<file path="src/rtl/fsk_pkg.sv">
// Shared FSK timing constants and helpers, so the modulator and the deFSK
// demodulator agree on symbol length and tone half-periods.
package fsk_pkg;

  localparam int SYMBOL_CLKS = 32;
  localparam int HALF1       = 2;
  localparam int HALF0       = 1;

  typedef enum logic {
    ST_IDLE = 1'b0,
    ST_SEND = 1'b1
  } mod_state_e;

  // Width of a counter that runs 0..n-1, never narrower than one bit.
  function automatic int cnt_w(input int n);
    return (n <= 2) ? 1 : $clog2(n);
  endfunction

endpackage

</file>
<file path="src/rtl/fsk_mod_if.sv">
// Word handshake into the FSK modulator: a word moves on a clk edge when
// data_valid && data_ready.
interface fsk_mod_if #(
  parameter int DATA_W = 8
);
  logic [DATA_W-1:0] data_in;
  logic              data_valid;
  logic              data_ready;

  modport master (output data_in, output data_valid, input data_ready);
  modport slave  (input data_in, input data_valid, output data_ready);
endinterface

</file>
<file path="src/rtl/fsk_tone_gen.sv">
// Square-wave tone generator: starts high on restart and inverts every HALF
// clocks, where HALF is picked by the bit being sent.
module fsk_tone_gen #(
  parameter int HALF1 = fsk_pkg::HALF1,
  parameter int HALF0 = fsk_pkg::HALF0
) (
  input  logic clk,
  input  logic rst,
  input  logic i_restart,
  input  logic i_bit,
  output logic o_fsk
);

  localparam int TW = fsk_pkg::cnt_w((HALF1 > HALF0) ? HALF1 : HALF0);

  logic [TW-1:0] r_tone_cnt;
  logic [TW-1:0] w_half_m1;
  logic          r_fsk;

  assign w_half_m1 = i_bit ? TW'(HALF1 - 1) : TW'(HALF0 - 1);
  assign o_fsk     = r_fsk;

  // NOTE: state registers use non-blocking assignments so every flop samples
  // pre-edge values; blocking here would create order-dependent races.
  always_ff @(posedge clk) begin
    if (rst) begin
      r_fsk      <= 1'b0;
      r_tone_cnt <= '0;
    end else if (i_restart) begin
      r_fsk      <= 1'b1;
      r_tone_cnt <= '0;
    end else if (r_tone_cnt == w_half_m1) begin
      r_fsk      <= ~r_fsk;
      r_tone_cnt <= '0;
    end else begin
      r_tone_cnt <= r_tone_cnt + 1'b1;
    end
  end

endmodule

</file>
<file path="src/rtl/fsk_mod.sv">
// Byte-serial FSK modulator: takes words over a valid/ready handshake, keeps a
// one-word holding register, and sends each bit MSB first as a fixed-length tone.
module fsk_mod #(
  parameter int DATA_W      = 8,
  parameter int SYMBOL_CLKS = fsk_pkg::SYMBOL_CLKS,
  parameter int HALF1       = fsk_pkg::HALF1,
  parameter int HALF0       = fsk_pkg::HALF0
) (
  input  logic            clk,
  input  logic            rst,
  fsk_mod_if.slave        s_if,
  output logic            fsk_out,
  output logic            bit_out,
  output logic            sym_strobe,
  output logic            busy
);

  localparam int SW = fsk_pkg::cnt_w(SYMBOL_CLKS);
  localparam int BW = fsk_pkg::cnt_w(DATA_W);
  localparam logic [SW-1:0] SYM_LAST = SW'(SYMBOL_CLKS - 1);
  localparam logic [BW-1:0] BIT_LAST = BW'(DATA_W - 1);

  fsk_pkg::mod_state_e r_state, w_state_nxt;

  logic [DATA_W-1:0] r_shift;
  logic [DATA_W-1:0] r_hold;
  logic              r_hold_vld;
  logic [SW-1:0]     r_sym_cnt;
  logic [BW-1:0]     r_bit_idx;
  logic              r_sym_strobe;

  logic w_ready, w_accept, w_sym_wrap, w_last;
  logic w_bypass, w_hold_load, w_hold_wr, w_sym_start, w_tone_clr;

  assign w_ready         = !r_hold_vld && !rst;
  assign s_if.data_ready = w_ready;
  assign w_accept        = s_if.data_valid && w_ready;

  assign w_sym_wrap  = (r_state == fsk_pkg::ST_SEND) && (r_sym_cnt == SYM_LAST);
  assign w_last      = w_sym_wrap && (r_bit_idx == BIT_LAST);
  // A word taken while idle, or on the final edge of a word with the hold
  // register empty, goes straight to the shifter so no symbol slot is lost.
  assign w_bypass    = w_accept && ((r_state == fsk_pkg::ST_IDLE) || w_last);
  assign w_hold_load = w_last && r_hold_vld;
  assign w_hold_wr   = w_accept && (r_state == fsk_pkg::ST_SEND) && !w_last;
  assign w_sym_start = w_bypass || w_hold_load || (w_sym_wrap && !w_last);
  assign w_tone_clr  = rst || (w_state_nxt == fsk_pkg::ST_IDLE);

  always_ff @(posedge clk) begin
    if (rst) r_state <= fsk_pkg::ST_IDLE;
    else     r_state <= w_state_nxt;
  end

  // NOTE: the default assignment ahead of the case keeps every path assigned,
  // so no latch is inferred for the next-state signal.
  always_comb begin
    w_state_nxt = r_state;
    case (r_state)
      fsk_pkg::ST_IDLE: if (w_accept) w_state_nxt = fsk_pkg::ST_SEND;
      fsk_pkg::ST_SEND: if (w_last && !w_hold_load && !w_bypass) w_state_nxt = fsk_pkg::ST_IDLE;
      default:          w_state_nxt = fsk_pkg::ST_IDLE;
    endcase
  end

  always_comb begin
    busy       = (r_state == fsk_pkg::ST_SEND);
    sym_strobe = r_sym_strobe;
    bit_out    = r_shift[DATA_W-1];
  end

  // NOTE: the hold and shift registers are cleared on reset as well, so a word
  // caught mid-flight can never resurface after reset is released.
  always_ff @(posedge clk) begin
    if (rst) begin
      r_shift      <= '0;
      r_hold       <= '0;
      r_hold_vld   <= 1'b0;
      r_sym_cnt    <= '0;
      r_bit_idx    <= '0;
      r_sym_strobe <= 1'b0;
    end else begin
      r_sym_strobe <= w_sym_start;

      if (w_bypass)         r_shift <= s_if.data_in;
      else if (w_hold_load) r_shift <= r_hold;
      else if (w_sym_wrap)  r_shift <= {r_shift[DATA_W-2:0], 1'b0};

      if (w_hold_load) begin
        r_hold_vld <= 1'b0;
      end else if (w_hold_wr) begin
        r_hold     <= s_if.data_in;
        r_hold_vld <= 1'b1;
      end

      if (w_sym_wrap || (r_state == fsk_pkg::ST_IDLE)) r_sym_cnt <= '0;
      else                                              r_sym_cnt <= r_sym_cnt + 1'b1;

      if (w_bypass || w_last) r_bit_idx <= '0;
      else if (w_sym_wrap)    r_bit_idx <= r_bit_idx + 1'b1;
    end
  end

  fsk_tone_gen #(
    .HALF1 (HALF1),
    .HALF0 (HALF0)
  ) u_tone (
    .clk       (clk),
    .rst       (w_tone_clr),
    .i_restart (w_sym_start),
    .i_bit     (bit_out),
    .o_fsk     (fsk_out)
  );

endmodule

</file>
<file path="src/flat_wrapper.sv">
// flat-port wrapper written by rule: the top's interface ports become plain ports
module fsk_mod_flat 
#(
  parameter int DATA_W      = 8,
  parameter int SYMBOL_CLKS = fsk_pkg::SYMBOL_CLKS,
  parameter int HALF1       = fsk_pkg::HALF1,
  parameter int HALF0       = fsk_pkg::HALF0
)
  (clk, rst, fsk_out, bit_out, sym_strobe, busy, s_if_data_in, s_if_data_valid, s_if_data_ready);
  fsk_mod_if #(.DATA_W(DATA_W)) s_if_i ();
  input  logic clk;
  input  logic rst;
  output logic fsk_out;
  output logic bit_out;
  output logic sym_strobe;
  output logic busy;
  input wire logic [$bits(s_if_i.data_in)-1:0] s_if_data_in;
  input wire logic [$bits(s_if_i.data_valid)-1:0] s_if_data_valid;
  output wire logic [$bits(s_if_i.data_ready)-1:0] s_if_data_ready;
  assign s_if_i.data_in = s_if_data_in;
  assign s_if_i.data_valid = s_if_data_valid;
  assign s_if_data_ready = s_if_i.data_ready;
  fsk_mod #(.DATA_W(DATA_W), .SYMBOL_CLKS(SYMBOL_CLKS), .HALF1(HALF1), .HALF0(HALF0)) u_core (.clk(clk), .rst(rst), .s_if(s_if_i), .fsk_out(fsk_out), .bit_out(bit_out), .sym_strobe(sym_strobe), .busy(busy));
endmodule
</file>
<file path="config.mk">
export PLATFORM = sky130hd
export DESIGN_NAME = fsk_mod_flat
export DESIGN_NICKNAME = d
export VERILOG_FILES = /design/src/rtl/fsk_pkg.sv /design/src/rtl/fsk_mod_if.sv /design/src/rtl/fsk_tone_gen.sv /design/src/rtl/fsk_mod.sv /design/src/flat_wrapper.sv
export SDC_FILE = /design/constraint.sdc
export NUM_CORES = 1
export LEC_CHECK = 0
export ABC_AREA = 1
export CORE_MARGIN = 2
export CORE_UTILIZATION = 45
export DETAILED_ROUTE_END_ITERATION = 7
export PLACE_DENSITY = 0.66
export SYNTH_ARGS = -nofsm -noshare
export SYNTH_HDL_FRONTEND = slang
export SYNTH_SLANG_ARGS = --single-unit
</file>
<file path="constraint.sdc">
create_clock -name clk -period 2.1 [get_ports clk]
set_input_delay 0.21 -clock clk [delete_from_list [all_inputs] [get_ports clk]]
set_output_delay 0.21 -clock clk [all_outputs]
set_load 0.05 [all_outputs]
</file>
# Yosys cells after proc, flatten, opt, wreduce, memory -nomap -nowiden
# Cells that the tools add are included.
# W data, S select, Z words.
[word_totals]
register_bits = 29
in_bits = 11
output_inout_bits = 5
word_cells = 57
[op_classes]
addsub = 3
eq_ne = 3
muxes = 9
bitwise_logic = 4
reduce_logical = 29
[ops]
columns = ["cell", "n"]
rows = [
  ["$mux W8", 3],
  ["$logic_and A1 B1 Y1", 11],
  ["$logic_or A1 B1 Y1", 6],
  ["$reduce_or A2 Y1", 3],
  ["$add A5 B1 Y5 const B", 1],
  ["$eq A5 B5 Y1 const B", 1],
  ["$logic_not A1 Y1", 5],
  ["$mux W1", 5],
  ["$not A1 Y1", 4],
  ["$add A3 B1 Y3 const B", 1],
  ["$eq A3 B3 Y1 const B", 1],
  ["$reduce_bool A3 Y1", 1],
  ["$reduce_or A3 Y1", 1],
  ["$pmux W1 S2", 1],
  ["$reduce_and A2 Y1", 1],
  ["$reduce_bool A2 Y1", 1],
  ["$add A1 B1 Y1 const B", 1],
  ["$eq A1 B1 Y1", 1],
]

# Depth between registers and ports, before layout
[depth]
ltp_word = 12
mapped_depth = 12
depth_no_buf = 12

# Modules after synthesis
# Synthesis repeated with hierarchy kept, for this count alone.
[unflattened]
cells_unflattened = 193
area_unflattened_um2 = 1422.6
[by_module_without_submodules]
columns = ["module", "instances", "cells_per_inst", "area_per_inst_um2", "seq_area_each_um2"]
rows = [
  ["fsk_mod", 1, 174, 1307.5, 540.5],
  ["fsk_tone_gen", 1, 19, 115.1, 40.0],
]

# Worst setup path after synthesis
# Ideal clock, no wire load.
[synth_path]
path_type = "register to register"
startpoint = "register u_core.r_sym_cnt[0]"
endpoint = "register u_core.r_shift[7]"
setup_ps = 109
arrival_ps = 1579
required_time_ps = 1991
slack_ps = 412
path_stages_with_launch = 11
n_path_buf = 1
synth_period_minus_slack_ps = 1688
path_cell_list = "dfxtp_1 > ha_1 > nand2_1 > nor2_1 > ha_1 > nand4_2 > buf_2 > nand4_1 > nand3_1 > nand2_1 > inv_1"
[synth_between]
elab_chain_cells = 6
word_cells_on_any_way = 9
classes_between = "eq/ne: 1; mux: 2; reduce/logical: 6"
[synth_rtl]
columns = ["element", "line_no", "rtl"]
rows = [
  ["start: declaration", "fsk_mod.sv:28", "logic [SW-1:0] r_sym_cnt;"],
  ["start signal: assignment", "fsk_mod.sv:96", "else r_sym_cnt <= r_sym_cnt + 1'b1;"],
  ["$eq A5 B5 Y1 (*)", "fsk_mod.sv:39", "assign w_sym_wrap = (r_state == fsk_pkg::ST_SEND) && (r_sym_cnt == SYM_LAST);"],
  ["$logic_and A1 B1 Y1 (*)", "fsk_mod.sv:39", ""],
  ["$logic_and A1 B1 Y1", "fsk_mod.sv:40", "assign w_last = w_sym_wrap && (r_bit_idx == BIT_LAST);"],
  ["$logic_and A1 B1 Y1 / $logic_or A1 B1 Y1 (equally long branches)", "fsk_mod.sv:44, fsk_mod.sv:43", ""],
  ["$mux W8 / $logic_and A1 B1 Y1 (equally long branches)", "fsk_mod.sv:85, fsk_mod.sv:43", ""],
  ["$mux W8 / $reduce_bool A3 Y1 (equally long branches)", "n/a", ""],
  ["end signal: assignment", "fsk_mod.sv:84", "if (w_bypass) r_shift <= s_if.data_in;"],
  ["end signal: assignment", "fsk_mod.sv:85", "else if (w_hold_load) r_shift <= r_hold;"],
  ["end signal: assignment", "fsk_mod.sv:86", "else if (w_sym_wrap) r_shift <= {r_shift[DATA_W-2:0], 1'b0};"],
  ["end: declaration", "fsk_mod.sv:25", "logic [DATA_W-1:0] r_shift;"],
]
# Mark *: on every way between the ends. The rest lies on a longest branch, timed or not.
# A chain may end at the register's enable or synchronous reset.

# Worst setup path after layout
# Same ends and word-level chain as after synthesis.

==> reports/qor.csv <==
metric,value,unit
Overall Global Routing Usage,20.0,%
"Seq/Total Area, Yosys",42.1,%
largest net degree at the start of global routing,21,
WP data arrival,2.16,ns
# Post-CTS Setup Buffers,0,
Total Power,1.10,mW
fin nets,224,
yosys synthesis warning count,0,
Clock Latency Late Sink,0.33,ns
syn avg cell area,7.30,um2
post-layout min period,1.88,ns
post-route insts no fill,243,
1st-iter DRT viols,34,
Die H,59.4,um
max-cap violations,0,
"Reg clk slew, reported paths",0.09,ns
Rel. slew slack,66.9,%
Antenna Nets Post-Route,0,
Pleak,0.781,nW
clk sink count,29,
WS Path Type,register to register,
Final Cycle Share,89.5,%
diode count,0,
final setup fails,0,
syn nets,204,
die area,0.00352,mm2
gr ovfl total,0,
Std-Cell Rows,20,
core area,0.00298,mm2
CTS tree,yes,
layout cells sized above 1,13.3,%
crit path max fanout,9,
H-tree levels,2,
"area leader, netlist",dfxtp_1,
R2R setup slack,0.22,ns
CTS resizes,0,
Placed Area,0.00156,mm2
Synth cell types,23,
Clock Path Buffers,2,
Via density,5.18,
Fin Clk Skew,0.00572,ns
unrepaired setup endpoints after global routing,no,
Syn Inst Count,189,
Critical Path Sink Type,register,
drt pass-1 iters,4,
Routed wire per std cell,12.1,um
status,"finished, final reports clean",
Fmax achieved,532,MHz
DR vias,1259,
Mapped Area,0.00138,mm2
Worst EP required,2.38,ns
vias in the first global route,1185,
max-slew violations,0,
ranking of synthesized cells by area,"dfxtp_1 42%, nand2_1 13%, nor2_1 6.8%",
cell area after layout,0.00163,mm2
Hold Crit Class,register to register,
register bit total from synthesis,29,
Starting Density,46.3,%
PortBufs,15,
Cells after DPL,235,
DRC,0,
Yosys top cell area share,42.1,%
TritonCTS Buffers,5,
setup TNS,0,ns
Final Util,54.9,%
power per cell area,676,mW/mm2
worst slew pin tran,0.495,ns
area grow syn2layout,18.5,%
DP HPWL,2.27,mm
startpoint types,register,
number of I/O pins,16,
worst-case vdd ir drop,518,uV
Total Routed Length,2.95,mm
hold_buf cts,0,
initial antenna violation count,0,
clock root buffer,clkbuf_4,
final hold viol count,0,
RD Place Congestion,0.859,
first-pass GRT wire length,5.22,mm
die width,59.4,um
==> kinds of logic after synthesis <==
kind of cell | after synthesis | synth area share (%)
compound gates | 19 | 7.89
xor+xnor | 3 | 1.91
fa+ha+maj | 4 | 3.63
buf+inv | 27 | 7.89
flops | 29 | 42.1
simple gates | 107 | 36.6
==> worst paths after layout <==
check                 startpoint                   to  cells after the start
max          u_core.r_sym_cnt[0]    u_core.r_shift[7]                     12
max reg2reg  u_core.r_sym_cnt[0]    u_core.r_shift[7]                     12
min reg2reg  u_core.r_sym_cnt[0]  u_core.r_sym_cnt[0]                      1
min          u_core.r_sym_cnt[0]  u_core.r_sym_cnt[0]                      1
==> cell usage after synthesis <==
cell,number
nand2_1,46
dfxtp_1,29
nor2_1,25
inv_1,17
nand3_1,17
o21ai_1,9
nand4_1,8
a21oi_1,7
inv_2,5
nor2_4,5
ha_1,4
buf_2,3
nand2_2,3
xor2_1,2
a21oi_2,1
buf_4,1
clkbuf_1,1
nand3b_1,1
nand4_2,1
nor3b_1,1
o211ai_1,1
o211ai_2,1
xnor2_1,1
==> stage by stage <==
| stage | hold WS [ns] | worst slack, ns |
|---|---|---|
| after floorplan | 0.279 | 0.412 |
| after global placement | 0.429 | 0.287 |
| after detailed placement | 0.451 | 0.224 |
| after CTS | 0.469 | 0.209 |
| after global routing | 0.489 | 0.0245 |
| final | 0.469 | 0.221 |
==> power breakdown <==
| group | internal, mW | switching [mW] |
|---|---|---|
| registers | 0.569 | 0.0161 |
| clock network | 0.194 | 0.189 |
| logic | 0.0546 | 0.0818 |
| total | 0.817 | 0.287 |
==> layout by cell type (no fill, tap or decap), types with 2 or more instances in the layout <==
master / count
nand2_1: 46
dfxtp_1: 29
nor2_1: 25
inv_1: 17
nand3_1: 17
clkdlybuf4s50_1: 14
o21ai_1: 9
nand4_1: 8
a21oi_1: 7
nor2_4: 5
inv_2: 5
clkbuf_4: 5
ha_1: 4
buf_4: 4
nand2_2: 3
xor2_1: 2
clkbuf_8: 2
==> routing by layer <==
metal	global-route usage (%)	part of all wire, %	up-vias
li1	-	-	653
met1	26.0	47	572
met2	31.7	47	28
met3	5.90	4.6	6
met4	6.82	1.4	0
met5	0	0	-
==> worst max-delay path, cell delays in order (launching register included) <==
cell     delay [ns]
dfxtp_1        0.37
ha_1           0.19
nand2_1        0.07
nor2_1         0.09
ha_1           0.28
nand2_2        0.20
nor2_4         0.21
nand3_1        0.11
nand2_1        0.09
nand2_1        0.05
nand3_1        0.08
nand2_1        0.05
inv_1          0.05
==> flip-flops by register name (all words and copies together) (netlist names) <==
register	cells
u_core.r_hold	8
u_core.r_shift	8
u_core.r_sym_cnt	5
u_core.r_bit_idx	3
u_core.busy	1
u_core.r_hold_vld	1
u_core.sym_strobe	1
u_core.u_tone.o_fsk	1
u_core.u_tone.r_tone_cnt	1
==> cell type report <==
type / instances / area, um2
Tap cell: 33 / 41.3
Clock buffer: 7 / 65.1
Timing Repair Buffer: 18 / 170
Clock inverter: 1 / 5.00
Fill cell: 285 / 1340
Sequential cell: 29 / 581
Multi-Input combinational cell: 133 / 689
Inverter: 22 / 82.6
(Power assumes the default switching activity.)
==> edit, RTL diff (same flow settings) <==
`DATA_W` is set to 8 in 3 places; all go to 12.
--- a/src/rtl/fsk_mod_if.sv
+++ b/src/rtl/fsk_mod_if.sv
@@ -3,3 +3,3 @@
 interface fsk_mod_if #(
-  parameter int DATA_W = 8
+  parameter int DATA_W = 12
 );
--- a/src/rtl/fsk_mod.sv
+++ b/src/rtl/fsk_mod.sv
@@ -3,3 +3,3 @@
 module fsk_mod #(
-  parameter int DATA_W      = 8,
+  parameter int DATA_W      = 12,
   parameter int SYMBOL_CLKS = fsk_pkg::SYMBOL_CLKS,
--- a/src/flat_wrapper.sv
+++ b/src/flat_wrapper.sv
@@ -3,3 +3,3 @@
 #(
-  parameter int DATA_W      = 8,
+  parameter int DATA_W      = 12,
   parameter int SYMBOL_CLKS = fsk_pkg::SYMBOL_CLKS,
Interface: changed (resized s_if_data_in); port bits go from 16 to 20. The function was not compared with the original's and may differ.
==> edit against the original RTL <==
- setup slack better by 0.0017 ns
- total power is 28% higher
- area after synthesis is 33% higher
- clock skew hardly changed
- routed wire length is 35% higher
- sequential power is 31% higher
- sequential cell count is 9 higher
- first-iteration DRC count grew to 4.1 times the old value
- cell area is 32% higher
==> edit: results (changes against the original RTL) <==
{| class="wikitable"
! Metric !! Value
|-
| Most used standard cells in the synthesized netlist || sky130_fd_sc_hd__nand2_1, sky130_fd_sc_hd__dfxtp_1, sky130_fd_sc_hd__nor2_1, sky130_fd_sc_hd__nand3_1 (was sky130_fd_sc_hd__nand2_1, sky130_fd_sc_hd__dfxtp_1, sky130_fd_sc_hd__nor2_1, sky130_fd_sc_hd__inv_1, sky130_fd_sc_hd__nand3_1)
|-
| Post-synthesis share of cell area spent on xor and xnor gates || 1.90% (was 1.91%)
|-
| Cell at the root of the clock tree || sky130_fd_sc_hd__clkbuf_8 (was sky130_fd_sc_hd__clkbuf_4)
|-
| Share of cells above drive strength 1 || 10.4% (was 13.3%)
|-
| Result of the run || finished clean (unchanged)
|-
| Number of instances in the synthesized netlist || 256 (was 189)
|-
| Final Routed Wirelength || 3970 um (was 2950 um)
|-
| Number of placed instances, taps included || 323 (was 235)
|-
| Area share of fa/ha/maj cells after synthesis || 2.04% (was 3.63%)
|-
| Headroom to the max-slew limit || 66.7% (was 66.9%)
|-
| HPWL reported at the end of detailed placement || 2670 um (was 2270 um)
|-
| Weighted congestion at the end of routability-driven global placement || 0.769 (was 0.859)
|-
| Via count of the first global-routing pass || 1537 (was 1185)
|-
| Max IR drop VDD || 0.414 mV (was 0.518 mV)
|-
| Delay of the slowest critical-path stage || 0.32 ns (was 0.37 ns)
|-
| Net count after synthesis || 274 (was 204)
|-
| Unique cell type count in the Yosys netlist || 29 (was 23)
|-
| Top fanout value on the critical path || 13 (was 9)
|-
| Worst endpoint data arrival time || 2.06 ns (was 2.16 ns)
|-
| Total of buffers placed on input and output ports || 19 (was 15)
|-
| Worst reg2reg path endpoint || u_core.r_hold[2] (was u_core.r_shift[7])
|-
| Sequential area share after synthesis || 41.3% (was 42.1%)
|-
| Synth Area in Compound Gates || 6.32% (was 7.89%)
|-
| Clock period minus worst slack || 1.88 ns (about the same)
|-
| Largest registers || u_core.r_hold (12), u_core.r_shift (12), u_core.r_sym_cnt (5) (was u_core.r_hold (8), u_core.r_shift (8), u_core.r_sym_cnt (5))
|-
| Net count of the finished layout || 298 (was 224)
|-
| Post-Layout Cell Count || 330 (was 243)
|-
| Static Leak || 1.05 nW (was 0.781 nW)
|-
| Register clock-pin slew on the reported worst setup and hold paths || 0.07 ns (was 0.09 ns)
|-
| Detailed Route Iter0 Violations || 140 (was 34)
|-
| Later-pin clock latency in the skew report || 0.29 ns (was 0.33 ns)
|-
| Placement Cell Area || 2080 um^2 (was 1560 um^2)
|}
edit: layer usage:
metal / GRT usage [%] / vias to the layer above / part of all wire (%) / routed length [um]
li1: - / 884 / - / -
met1: 25.8 / 760 / 49 / 1930
met2: 31.9 / 29 / 46 / 1810
met3: 5.43 / 6 / 4.3 / 171
met4: 6.75 / 0 / 1.5 / 60
met5: 0 / - / 0 / 0
edit: worst min path at each step:
stage                         from                   to  slack (ns)  cells after the start
6_report       u_core.r_sym_cnt[0]  u_core.r_sym_cnt[0]        0.45                      1
2_1_floorplan                  rst    u_core.r_shift[0]        0.28                      1
5_1_grt        u_core.r_sym_cnt[3]  u_core.r_sym_cnt[3]        0.50                      2
3_3_place_gp   u_core.r_sym_cnt[0]  u_core.r_sym_cnt[0]        0.43                      1
3_5_place_dp   u_core.r_sym_cnt[0]  u_core.r_sym_cnt[0]        0.44                      1
4_1_cts        u_core.r_sym_cnt[0]  u_core.r_sym_cnt[0]        0.45                      1
edit: cells by family after synthesis:
group           Yosys count
simple gates            150
fa+ha+maj                 3
flops                    38
xor+xnor                  4
compound gates           22
buf+inv                  39
edit: power breakdown:
group          internal, mW  switching [mW]
clock                 0.228           0.238
combinational        0.0765           0.107
sequential            0.748          0.0181
edit: critical path: cells and delay by family (launching register included):
family | cells | cell delay, ns
and+or+nand+nor | 8 | 0.79
adders and majority gates | 2 | 0.40
DFF | 1 | 0.32
buffers and inverters | 2 | 0.25
edit: layout make-up:
| type | count | area, um^2 |
|---|---|---|
| tap | 50 | 62.6 |
| timing repair buffer | 31 | 278 |
| fill | 416 | 1810 |
| multi-input combinational | 179 | 890 |
| inverter | 25 | 96.3 |
| sequential | 38 | 761 |
| clock buffer | 7 | 76.3 |
